===== config.mk =====
export PLATFORM = sky130hd
export DESIGN_NAME = mnist_window_gen
export DESIGN_NICKNAME = d
export VERILOG_FILES = /design/src/rtl/mnist_pkg.sv /design/src/rtl/mnist_line_buffer.sv /design/src/rtl/mnist_window_gen.sv
export SDC_FILE = /design/constraint.sdc
export NUM_CORES = 1
export LEC_CHECK = 0
export CAP_MARGIN = 15
export CELL_PAD_IN_SITES_DETAIL_PLACEMENT = 1
export CELL_PAD_IN_SITES_GLOBAL_PLACEMENT = 1
export CORE_MARGIN = 2
export CORE_UTILIZATION = 47
export DETAILED_ROUTE_END_ITERATION = 10
export PLACE_DENSITY = 0.83
export SETUP_SLACK_MARGIN = 0.4
export SLEW_MARGIN = 20
export SYNTH_ARGS = -nofsm -noshare
export SYNTH_HDL_FRONTEND = slang
export SYNTH_HIERARCHICAL = 1
export SYNTH_SLANG_ARGS = --single-unit

===== constraint.sdc =====
create_clock -name clk -period 22.9 [get_ports clk]
set_clock_uncertainty 0.1 [all_clocks]
set_input_delay 2.29 -clock clk [delete_from_list [all_inputs] [get_ports clk]]
set_output_delay 2.29 -clock clk [all_outputs]
set_load 0.02 [all_outputs]

===== src/rtl/mnist_pkg.sv =====
// Shared constants, state encoding and window-element mapping for the MNIST conv front end.
package mnist_pkg;

  localparam int unsigned IMG_W     = 28;
  localparam int unsigned IMG_H     = 28;
  localparam int unsigned PIX_W     = 8;
  localparam int unsigned WIN_DIM   = 3;
  localparam int unsigned WIN_COUNT = (IMG_H - 2) * (IMG_W - 2);
  localparam int unsigned CNT_W     = 5;

  typedef enum logic [1:0] {
    StFill,
    StStream,
    StDone
  } win_state_e;

  // Element k of a packed window sits at row k/3, col k%3.
  function automatic int unsigned win_idx(input int unsigned row, input int unsigned col);
    return row * WIN_DIM + col;
  endfunction

endpackage


===== src/rtl/mnist_line_buffer.sv =====
// One image row of delay: a Depth-deep shift register advanced only when en is high.
module mnist_line_buffer #(
  parameter int unsigned Depth = 28,
  parameter int unsigned Width = 8
) (
  input  logic             clk,
  input  logic             en,
  input  logic [Width-1:0] din,
  output logic [Width-1:0] dout
);

  logic [Width-1:0] mem_q [Depth];

  // No reset: every entry is overwritten during frame fill before it is read.
  always_ff @(posedge clk) begin
    if (en) begin
      mem_q[0] <= din;
      for (int unsigned i = 1; i < Depth; i++) begin
        mem_q[i] <= mem_q[i-1];
      end
    end
  end

  assign dout = mem_q[Depth-1];

endmodule


===== src/rtl/mnist_window_gen.sv =====
// Turns a raster 28x28 pixel stream into 3x3 conv windows, one frame per reset.
// Optional drop counter enabled by defining MNIST_WIN_DROP_CNT_EN.
module mnist_window_gen
  import mnist_pkg::*;
(
  input  logic                           clk,
  input  logic                           rst,
  input  logic                           in_valid,
  input  logic [PIX_W-1:0]               in_pixel,
  output logic                           in_ready,
  output logic                           win_valid,
  output logic [WIN_DIM*WIN_DIM*PIX_W-1:0] win_data,
  output logic [CNT_W-1:0]               win_row,
  output logic [CNT_W-1:0]               win_col,
  output logic                           frame_done
`ifdef MNIST_WIN_DROP_CNT_EN
  ,
  output logic [9:0]                     drop_cnt
`endif
);

  localparam logic [CNT_W-1:0] LastCol = CNT_W'(IMG_W - 1);
  localparam logic [CNT_W-1:0] LastRow = CNT_W'(IMG_H - 1);
  localparam logic [CNT_W-1:0] Two     = CNT_W'(2);
  localparam logic [CNT_W-1:0] One     = CNT_W'(1);

  win_state_e state_q, state_d;
  logic [CNT_W-1:0] col_q, row_q;
  logic accept, shift, emit, last_pix;
  logic [PIX_W-1:0] lb0_out, lb1_out;
  logic [PIX_W-1:0] win_q [WIN_DIM][WIN_DIM];
  logic [PIX_W-1:0] win_d [WIN_DIM][WIN_DIM];
  logic [WIN_DIM*WIN_DIM*PIX_W-1:0] win_flat;

  logic                           win_valid_q, frame_done_q;
  logic [WIN_DIM*WIN_DIM*PIX_W-1:0] win_data_q;
  logic [CNT_W-1:0]               win_row_q, win_col_q;

  assign accept   = in_valid & in_ready;
  assign shift    = accept & ~rst;
  assign emit     = accept && (row_q >= Two) && (col_q >= Two);
  assign last_pix = (row_q == LastRow) && (col_q == LastCol);

  // FSM: state register
  always_ff @(posedge clk) begin
    if (rst) state_q <= StFill;
    else     state_q <= state_d;
  end

  // FSM: next state
  always_comb begin
    state_d = state_q;
    unique case (state_q)
      StFill:   if (accept && row_q == Two && col_q == Two) state_d = StStream;
      StStream: if (accept && last_pix) state_d = StDone;
      StDone:   state_d = StDone;
      default:  state_d = StFill;
    endcase
  end

  // FSM: outputs
  always_comb begin
    in_ready = 1'b1;
    if (state_q == StDone) in_ready = 1'b0;
  end

  always_ff @(posedge clk) begin
    if (rst) begin
      col_q <= '0;
      row_q <= '0;
    end else if (accept) begin
      if (col_q == LastCol) begin
        col_q <= '0;
        row_q <= (row_q == LastRow) ? '0 : row_q + One;
      end else begin
        col_q <= col_q + One;
      end
    end
  end

  mnist_line_buffer #(
    .Depth (IMG_W),
    .Width (PIX_W)
  ) u_lb0 (
    .clk  (clk),
    .en   (shift),
    .din  (in_pixel),
    .dout (lb0_out)
  );

  mnist_line_buffer #(
    .Depth (IMG_W),
    .Width (PIX_W)
  ) u_lb1 (
    .clk  (clk),
    .en   (shift),
    .din  (lb0_out),
    .dout (lb1_out)
  );

  // Window slides left; new right column is {two rows up, one row up, current}.
  always_comb begin
    for (int unsigned r = 0; r < WIN_DIM; r++) begin
      win_d[r][0] = win_q[r][1];
      win_d[r][1] = win_q[r][2];
    end
    win_d[0][2] = lb1_out;
    win_d[1][2] = lb0_out;
    win_d[2][2] = in_pixel;
  end

  always_comb begin
    win_flat = '0;
    for (int unsigned r = 0; r < WIN_DIM; r++) begin
      for (int unsigned c = 0; c < WIN_DIM; c++) begin
        win_flat[win_idx(r, c)*PIX_W +: PIX_W] = win_d[r][c];
      end
    end
  end

  always_ff @(posedge clk) begin
    if (shift) win_q <= win_d;
  end

  always_ff @(posedge clk) begin
    if (rst) begin
      win_valid_q  <= 1'b0;
      frame_done_q <= 1'b0;
      win_data_q   <= '0;
      win_row_q    <= '0;
      win_col_q    <= '0;
    end else begin
      win_valid_q  <= emit;
      frame_done_q <= emit && last_pix;
      if (emit) begin
        win_data_q <= win_flat;
        win_row_q  <= row_q - Two;
        win_col_q  <= col_q - Two;
      end
    end
  end

  assign win_valid  = win_valid_q;
  assign win_data   = win_data_q;
  assign win_row    = win_row_q;
  assign win_col    = win_col_q;
  assign frame_done = frame_done_q;

`ifdef MNIST_WIN_DROP_CNT_EN
  logic [9:0] drop_q;

  always_ff @(posedge clk) begin
    if (rst) begin
      drop_q <= '0;
    end else if (in_valid && !in_ready && drop_q != 10'h3FF) begin
      drop_q <= drop_q + 10'd1;
    end
  end

  assign drop_cnt = drop_q;
`endif

endmodule

Word level (Yosys, flattened, before mapping)
Memories as Yosys holds them, arrays and structs flattened.
Index checks and enable logic that the tools add are counted.
{"block": "word_totals", "reg_bits": 144, "latchBits": 0, "ram_bits": 448, "mem_bits_ro": 0, "inputBits": 11, "out_inout_bits": 85, "elab_cells": 51, "mem_count": 2}
{"name": "u_lb0.mem_q", "depth": 28, "width": 8, "rd": 28, "rd_clocked_by_memory_dff": 0, "wr": 28, "line": "mnist_line_buffer.sv:12", "source": "logic [Width-1:0] mem_q [Depth];"}
{"name": "u_lb1.mem_q", "depth": 28, "width": 8, "rd": 28, "rd_clocked_by_memory_dff": 0, "wr": 28, "line": "mnist_line_buffer.sv:12"}
{"block": "classes", "add_sub_neg": 4, "n_mul": 0, "div_mod_pow": 0, "magnitude_cmp": 2, "eq_ne": 8, "shifts": 0, "muxes": 8, "bitwise_logic": 3, "reduce_logical": 10}
{"cell": "adder 5 x 1 -> 5 bit (second input constant)", "n": 2}
{"cell": "equality test 5 x 2 -> 1 bit (second input constant)", "n": 2}
{"cell": "equality test 5 bit (second input constant)", "n": 2}
{"cell": ">= comparator 5 x 2 -> 1 bit (second input constant)", "n": 2}
{"cell": "2-to-1 mux 5 bit", "n": 2}
{"cell": "subtractor 5 x 2 -> 5 bit (second input constant)", "n": 2}
{"cell": "logical AND 1 bit", "n": 7}
{"cell": "one-hot mux 2 bit (3 select lines)", "n": 1}
{"cell": "2-to-1 mux 2 bit", "n": 2}
{"cell": "inequality test 2 bit (second input constant)", "n": 2}
{"cell": "AND reduction 2 bit", "n": 2}
{"cell": "2-to-1 mux 1 bit", "n": 3}
{"cell": "AND 1 bit", "n": 2}
{"cell": "equality test 2 x 1 -> 1 bit (second input constant)", "n": 1}
{"cell": "equality test 2 bit (second input constant)", "n": 1}
{"cell": "zero test 2 bit", "n": 1}
{"cell": "inverter 1 bit", "n": 1}

Longest topological paths before layout
{"block": "depth", "ltp_word": 7, "mapped_depth": 9, "ltp_nobuf": 6}

Modules after synthesis
The synthesis kept the hierarchy.
{"mod": "mnist_line_buffer", "instances": 2, "cells_per_inst": 232, "area_each_um2": 6786.5, "seq_area_each_um2": 6726.5}
{"mod": "mnist_window_gen", "instances": 1, "cells_per_inst": 526, "area_each_um2": 5547.8, "seq_area_each_um2": 3363.2}

Worst setup path after synthesis
No wires, ideal clock.
{"block": "synth_path", "kind": "input -> register", "from": "input rst", "to": "memory u_lb0.mem_q[0][0], enable pin", "setup_time_ns": 1.372, "t_arrival_ns": 23.206, "required_time_ns": 21.428, "setup_slack_ns": -1.777, "path_stages": 3, "n_path_buf": 2, "cell_sequence": "clkbuf_1 > clkbuf_1 > nor2_1"}
{"element": "start: declaration", "line": "mnist_window_gen.sv:7", "source": "input logic rst,"}
{"element": "end: declaration", "line": "mnist_line_buffer.sv:12"}

==> summary.txt <==
status - completed
Hold Vio Cnt, Final - 0
CP Capture Type - flip-flop
vias - 8879
Die W - 206 um
FF+latch count, synth - 592
Die ar. - 42300 um2
Cells after DPL - 1552
post-synthesis compound-gate area fraction - 0.0511
Ant. Diodes - 0
Tot Pwr - 2.18 mW
Top Ports - 96
commonest register cell after synthesis - edfxtp_1
Row Count - 73
Post-CTS Resized - 0
die height - 206 um
GR Overflow Total - 0
CP startpoint kind - input pin
post-DP HPWL - 19.8 mm
count of final max-slew check failures - 0
Tmin final - 6.30 ns
Peak supply drop - 0.0000677 V
adder-cell area share of the yosys netlist - 0.00720
Synth area leader - edfxtp_1
critical-path cell list - clkdlybuf4s50_1 -> nand2b_4 -> nor2_4 -> buf_4 -> buf_6 -> buf_4 -> buf_4
GR Util met1 - 0.230
CTS H-Tree Depth - 2
average cell area after synthesis - 19.3 um2
main combinational cell family by area after synthesis - compound AO/OA/AOI/OAI gates
number of CTS-inserted buffers - 56
top post-synthesis cells by count - edfxtp_1, dfxtp_1, a21oi_1
CP required - 23.01 ns
maxcap violations - 0
number of global-route vias before repair - 9259
setup TNS - 0 ns
mapped cell area - 19100 um2
met2 usage - 0.311
final WL - 37.5 mm
Longest Clk Path Bufs - 3
cells after synthesis - 990
DRT iter0 DRCs - 844
buffers plus inverters on the worst setup path - 5
met3 track demand over resource - 0.0344
cts hold-fix bufs - 0
# nets final - 1108
GR peak layer - met2
setup repair bufs after CTS - 0
CP arrival - 6.40 ns
CP most frequent cell - buf_4
Slew headroom - 0.272
Final Cell Area - 22300 um2
DRT antenna net count - 0
slew at the pin closest to its max-slew limit - 1.09 ns
Max stage delay on crit path - 0.84 ns
first-pass GRT wire length - 56.9 mm
syn_nets - 1012
Seq/Total Area, Yosys - 0.879
FF-to-FF path depth - 8
crit path from - in_valid
FFs w/ async S/R, synth - 0
Area after DPL - 20400 um2
fin crit share - 0.275
buffers added on ports - 95
initial antenna violation count - 0
RSZ-0062 raised after global routing - false
layout cell share with drive strength beyond 1 - 0.0892
dominant cells by area after synthesis - edfxtp_1, dfxtp_1, a21oi_1, nand3_1, o21ai_0
clk sinks - 592
hold path start - u_lb0/mem_q[11][13]
Post-Layout Cell Count - 1657
Hold Crit Depth - 0
reg2reg start - state_q[0]
CTS tree - built
CTS root buf - clkbuf_16
P_leak - 7.12 nW
EDFF count, synth - 496
Cell variety after synth - 36
top-count cell post-synth - edfxtp_1
min-delay worst type - flip-flop to flip-flop
Core Area - 39900 um2
Crit Path Class - input pin to flip-flop
Setup-failing EPs final - 0
Pwr Density - 98.0 nW/um2
Critical-path top delay cell - buf_4
DRT Pass-1 Iters - 5
largest net degree at the start of global routing - 99
worst skew pair latency - 0.59 ns
P&R area growth vs syn - 16.5%
Total GRT Usage - 0.182
mux cell area share after synthesis - 0.00157
vias per cell - 5.36
CP max FO - 90
Simple-Gate Fraction of Synth Area - 0.0348
clk slew on worst S/H paths - 0.06 ns
top cell type's share of synthesized area - 0.779
Max Freq - 159 MHz
synth warn - 6
family with the most delay on the worst path - buffers and inverters
Initial Util - 0.479
DRC Markers - 0
Synth Area in XOR/XNOR - 0.00183
path length in cells of the critical path - 7
average routed wire per standard cell - 22.6 um
Placer Congestion - 0.735
==> path summary, 6_finish.rpt <==
check,end,slack (ns)
hold / removal,u_lb0/mem_q[12][5],0.31
hold reg to reg,u_lb0/mem_q[12][5],0.31
setup / recovery,u_lb0/mem_q[3][9],16.60
setup reg to reg,u_lb0/mem_q[3][9],18.06
==> kinds of logic (layout without fill, tap and decap cells) <==
logic type	Yosys count	after routing
flops	592	592
fa+ha+maj	11	11
buf+inv	76	218
mux	3	3
compound gates	183	183
simple gates	121	121
xor+xnor	4	4
==> state kept, by name, summed over array words and instances (netlist names), 2 cells and up <==
name / count
col_q: 5
win_data: 72
win_row: 5
state_q: 2
win_d: 48
u_lb1/mem_q: 224
u_lb0/mem_q: 224
row_q: 5
win_col: 5
==> cell type report <==
type / count / area, um2
fill: 3535 / 17600
tap: 525 / 657
timing repair buffer: 104 / 1040
inverter: 10 / 37.5
clock inverter: 21 / 253
clock buffer: 83 / 1600
multi-input combinational: 322 / 1870
sequential: 592 / 16800
==> worst register-to-register path: stages, from the launching register on <==
cell,delay (ns)
dfxtp_1,0.37
inv_1,0.09
ha_1,0.25
nand2b_4,0.24
nor2_4,0.11
buf_4,0.80
buf_6,0.74
buf_4,0.86
buf_4,0.86
==> layout by cell type (no fill, tap or decap), types with 3 or more instances in the layout <==
cell type,Yosys,routed
ha_1,11,11
nor2_1,11,10
o21ai_0,68,68
buf_4,29,7
nand2b_1,3,3
a211oi_1,7,7
bufinv_16,0,6
clkinv_2,0,6
clkdlybuf4s50_1,0,94
clkbuf_8,0,8
xnor2_1,4,4
clkbuf_16,0,57
inv_1,10,10
clkbuf_1,20,18
clkinv_1,0,7
nand4b_1,4,4
dfxtp_1,96,96
a21oi_1,91,91
edfxtp_1,496,496
nand3_1,80,79
mux2i_1,3,3
o21ai_1,10,10
nor3_1,3,3
nand2_1,6,6
==> power breakdown <==
part | internal [mW] | switching (mW)
combinational | 0.00502 | 0.0290
sequential | 1.20 | 0.0142
clock | 0.551 | 0.379
total | 1.76 | 0.422
==> stage by stage <==
stage,setup slack (ns),utilization,hold WS [ns]
after floorplan,6.71,-,0.300
after global placement,15.71,0.511,0.300
after detailed placement,15.51,0.511,0.305
after CTS,16.16,0.557,0.310
after global routing,16.23,0.558,0.316
final,16.60,0.558,0.313
==> routing by layer <==
layer | vias up | wire length [um] | part of all wire
met2 | 296 | 19400 | 0.52
met3 | 75 | 1840 | 0.049
met5 | - | 0 | 0
met1 | 4541 | 15200 | 0.40
met4 | 0 | 1140 | 0.030
li1 | 3967 | - | -
Note: power is estimated with default switching activity, not from simulation.
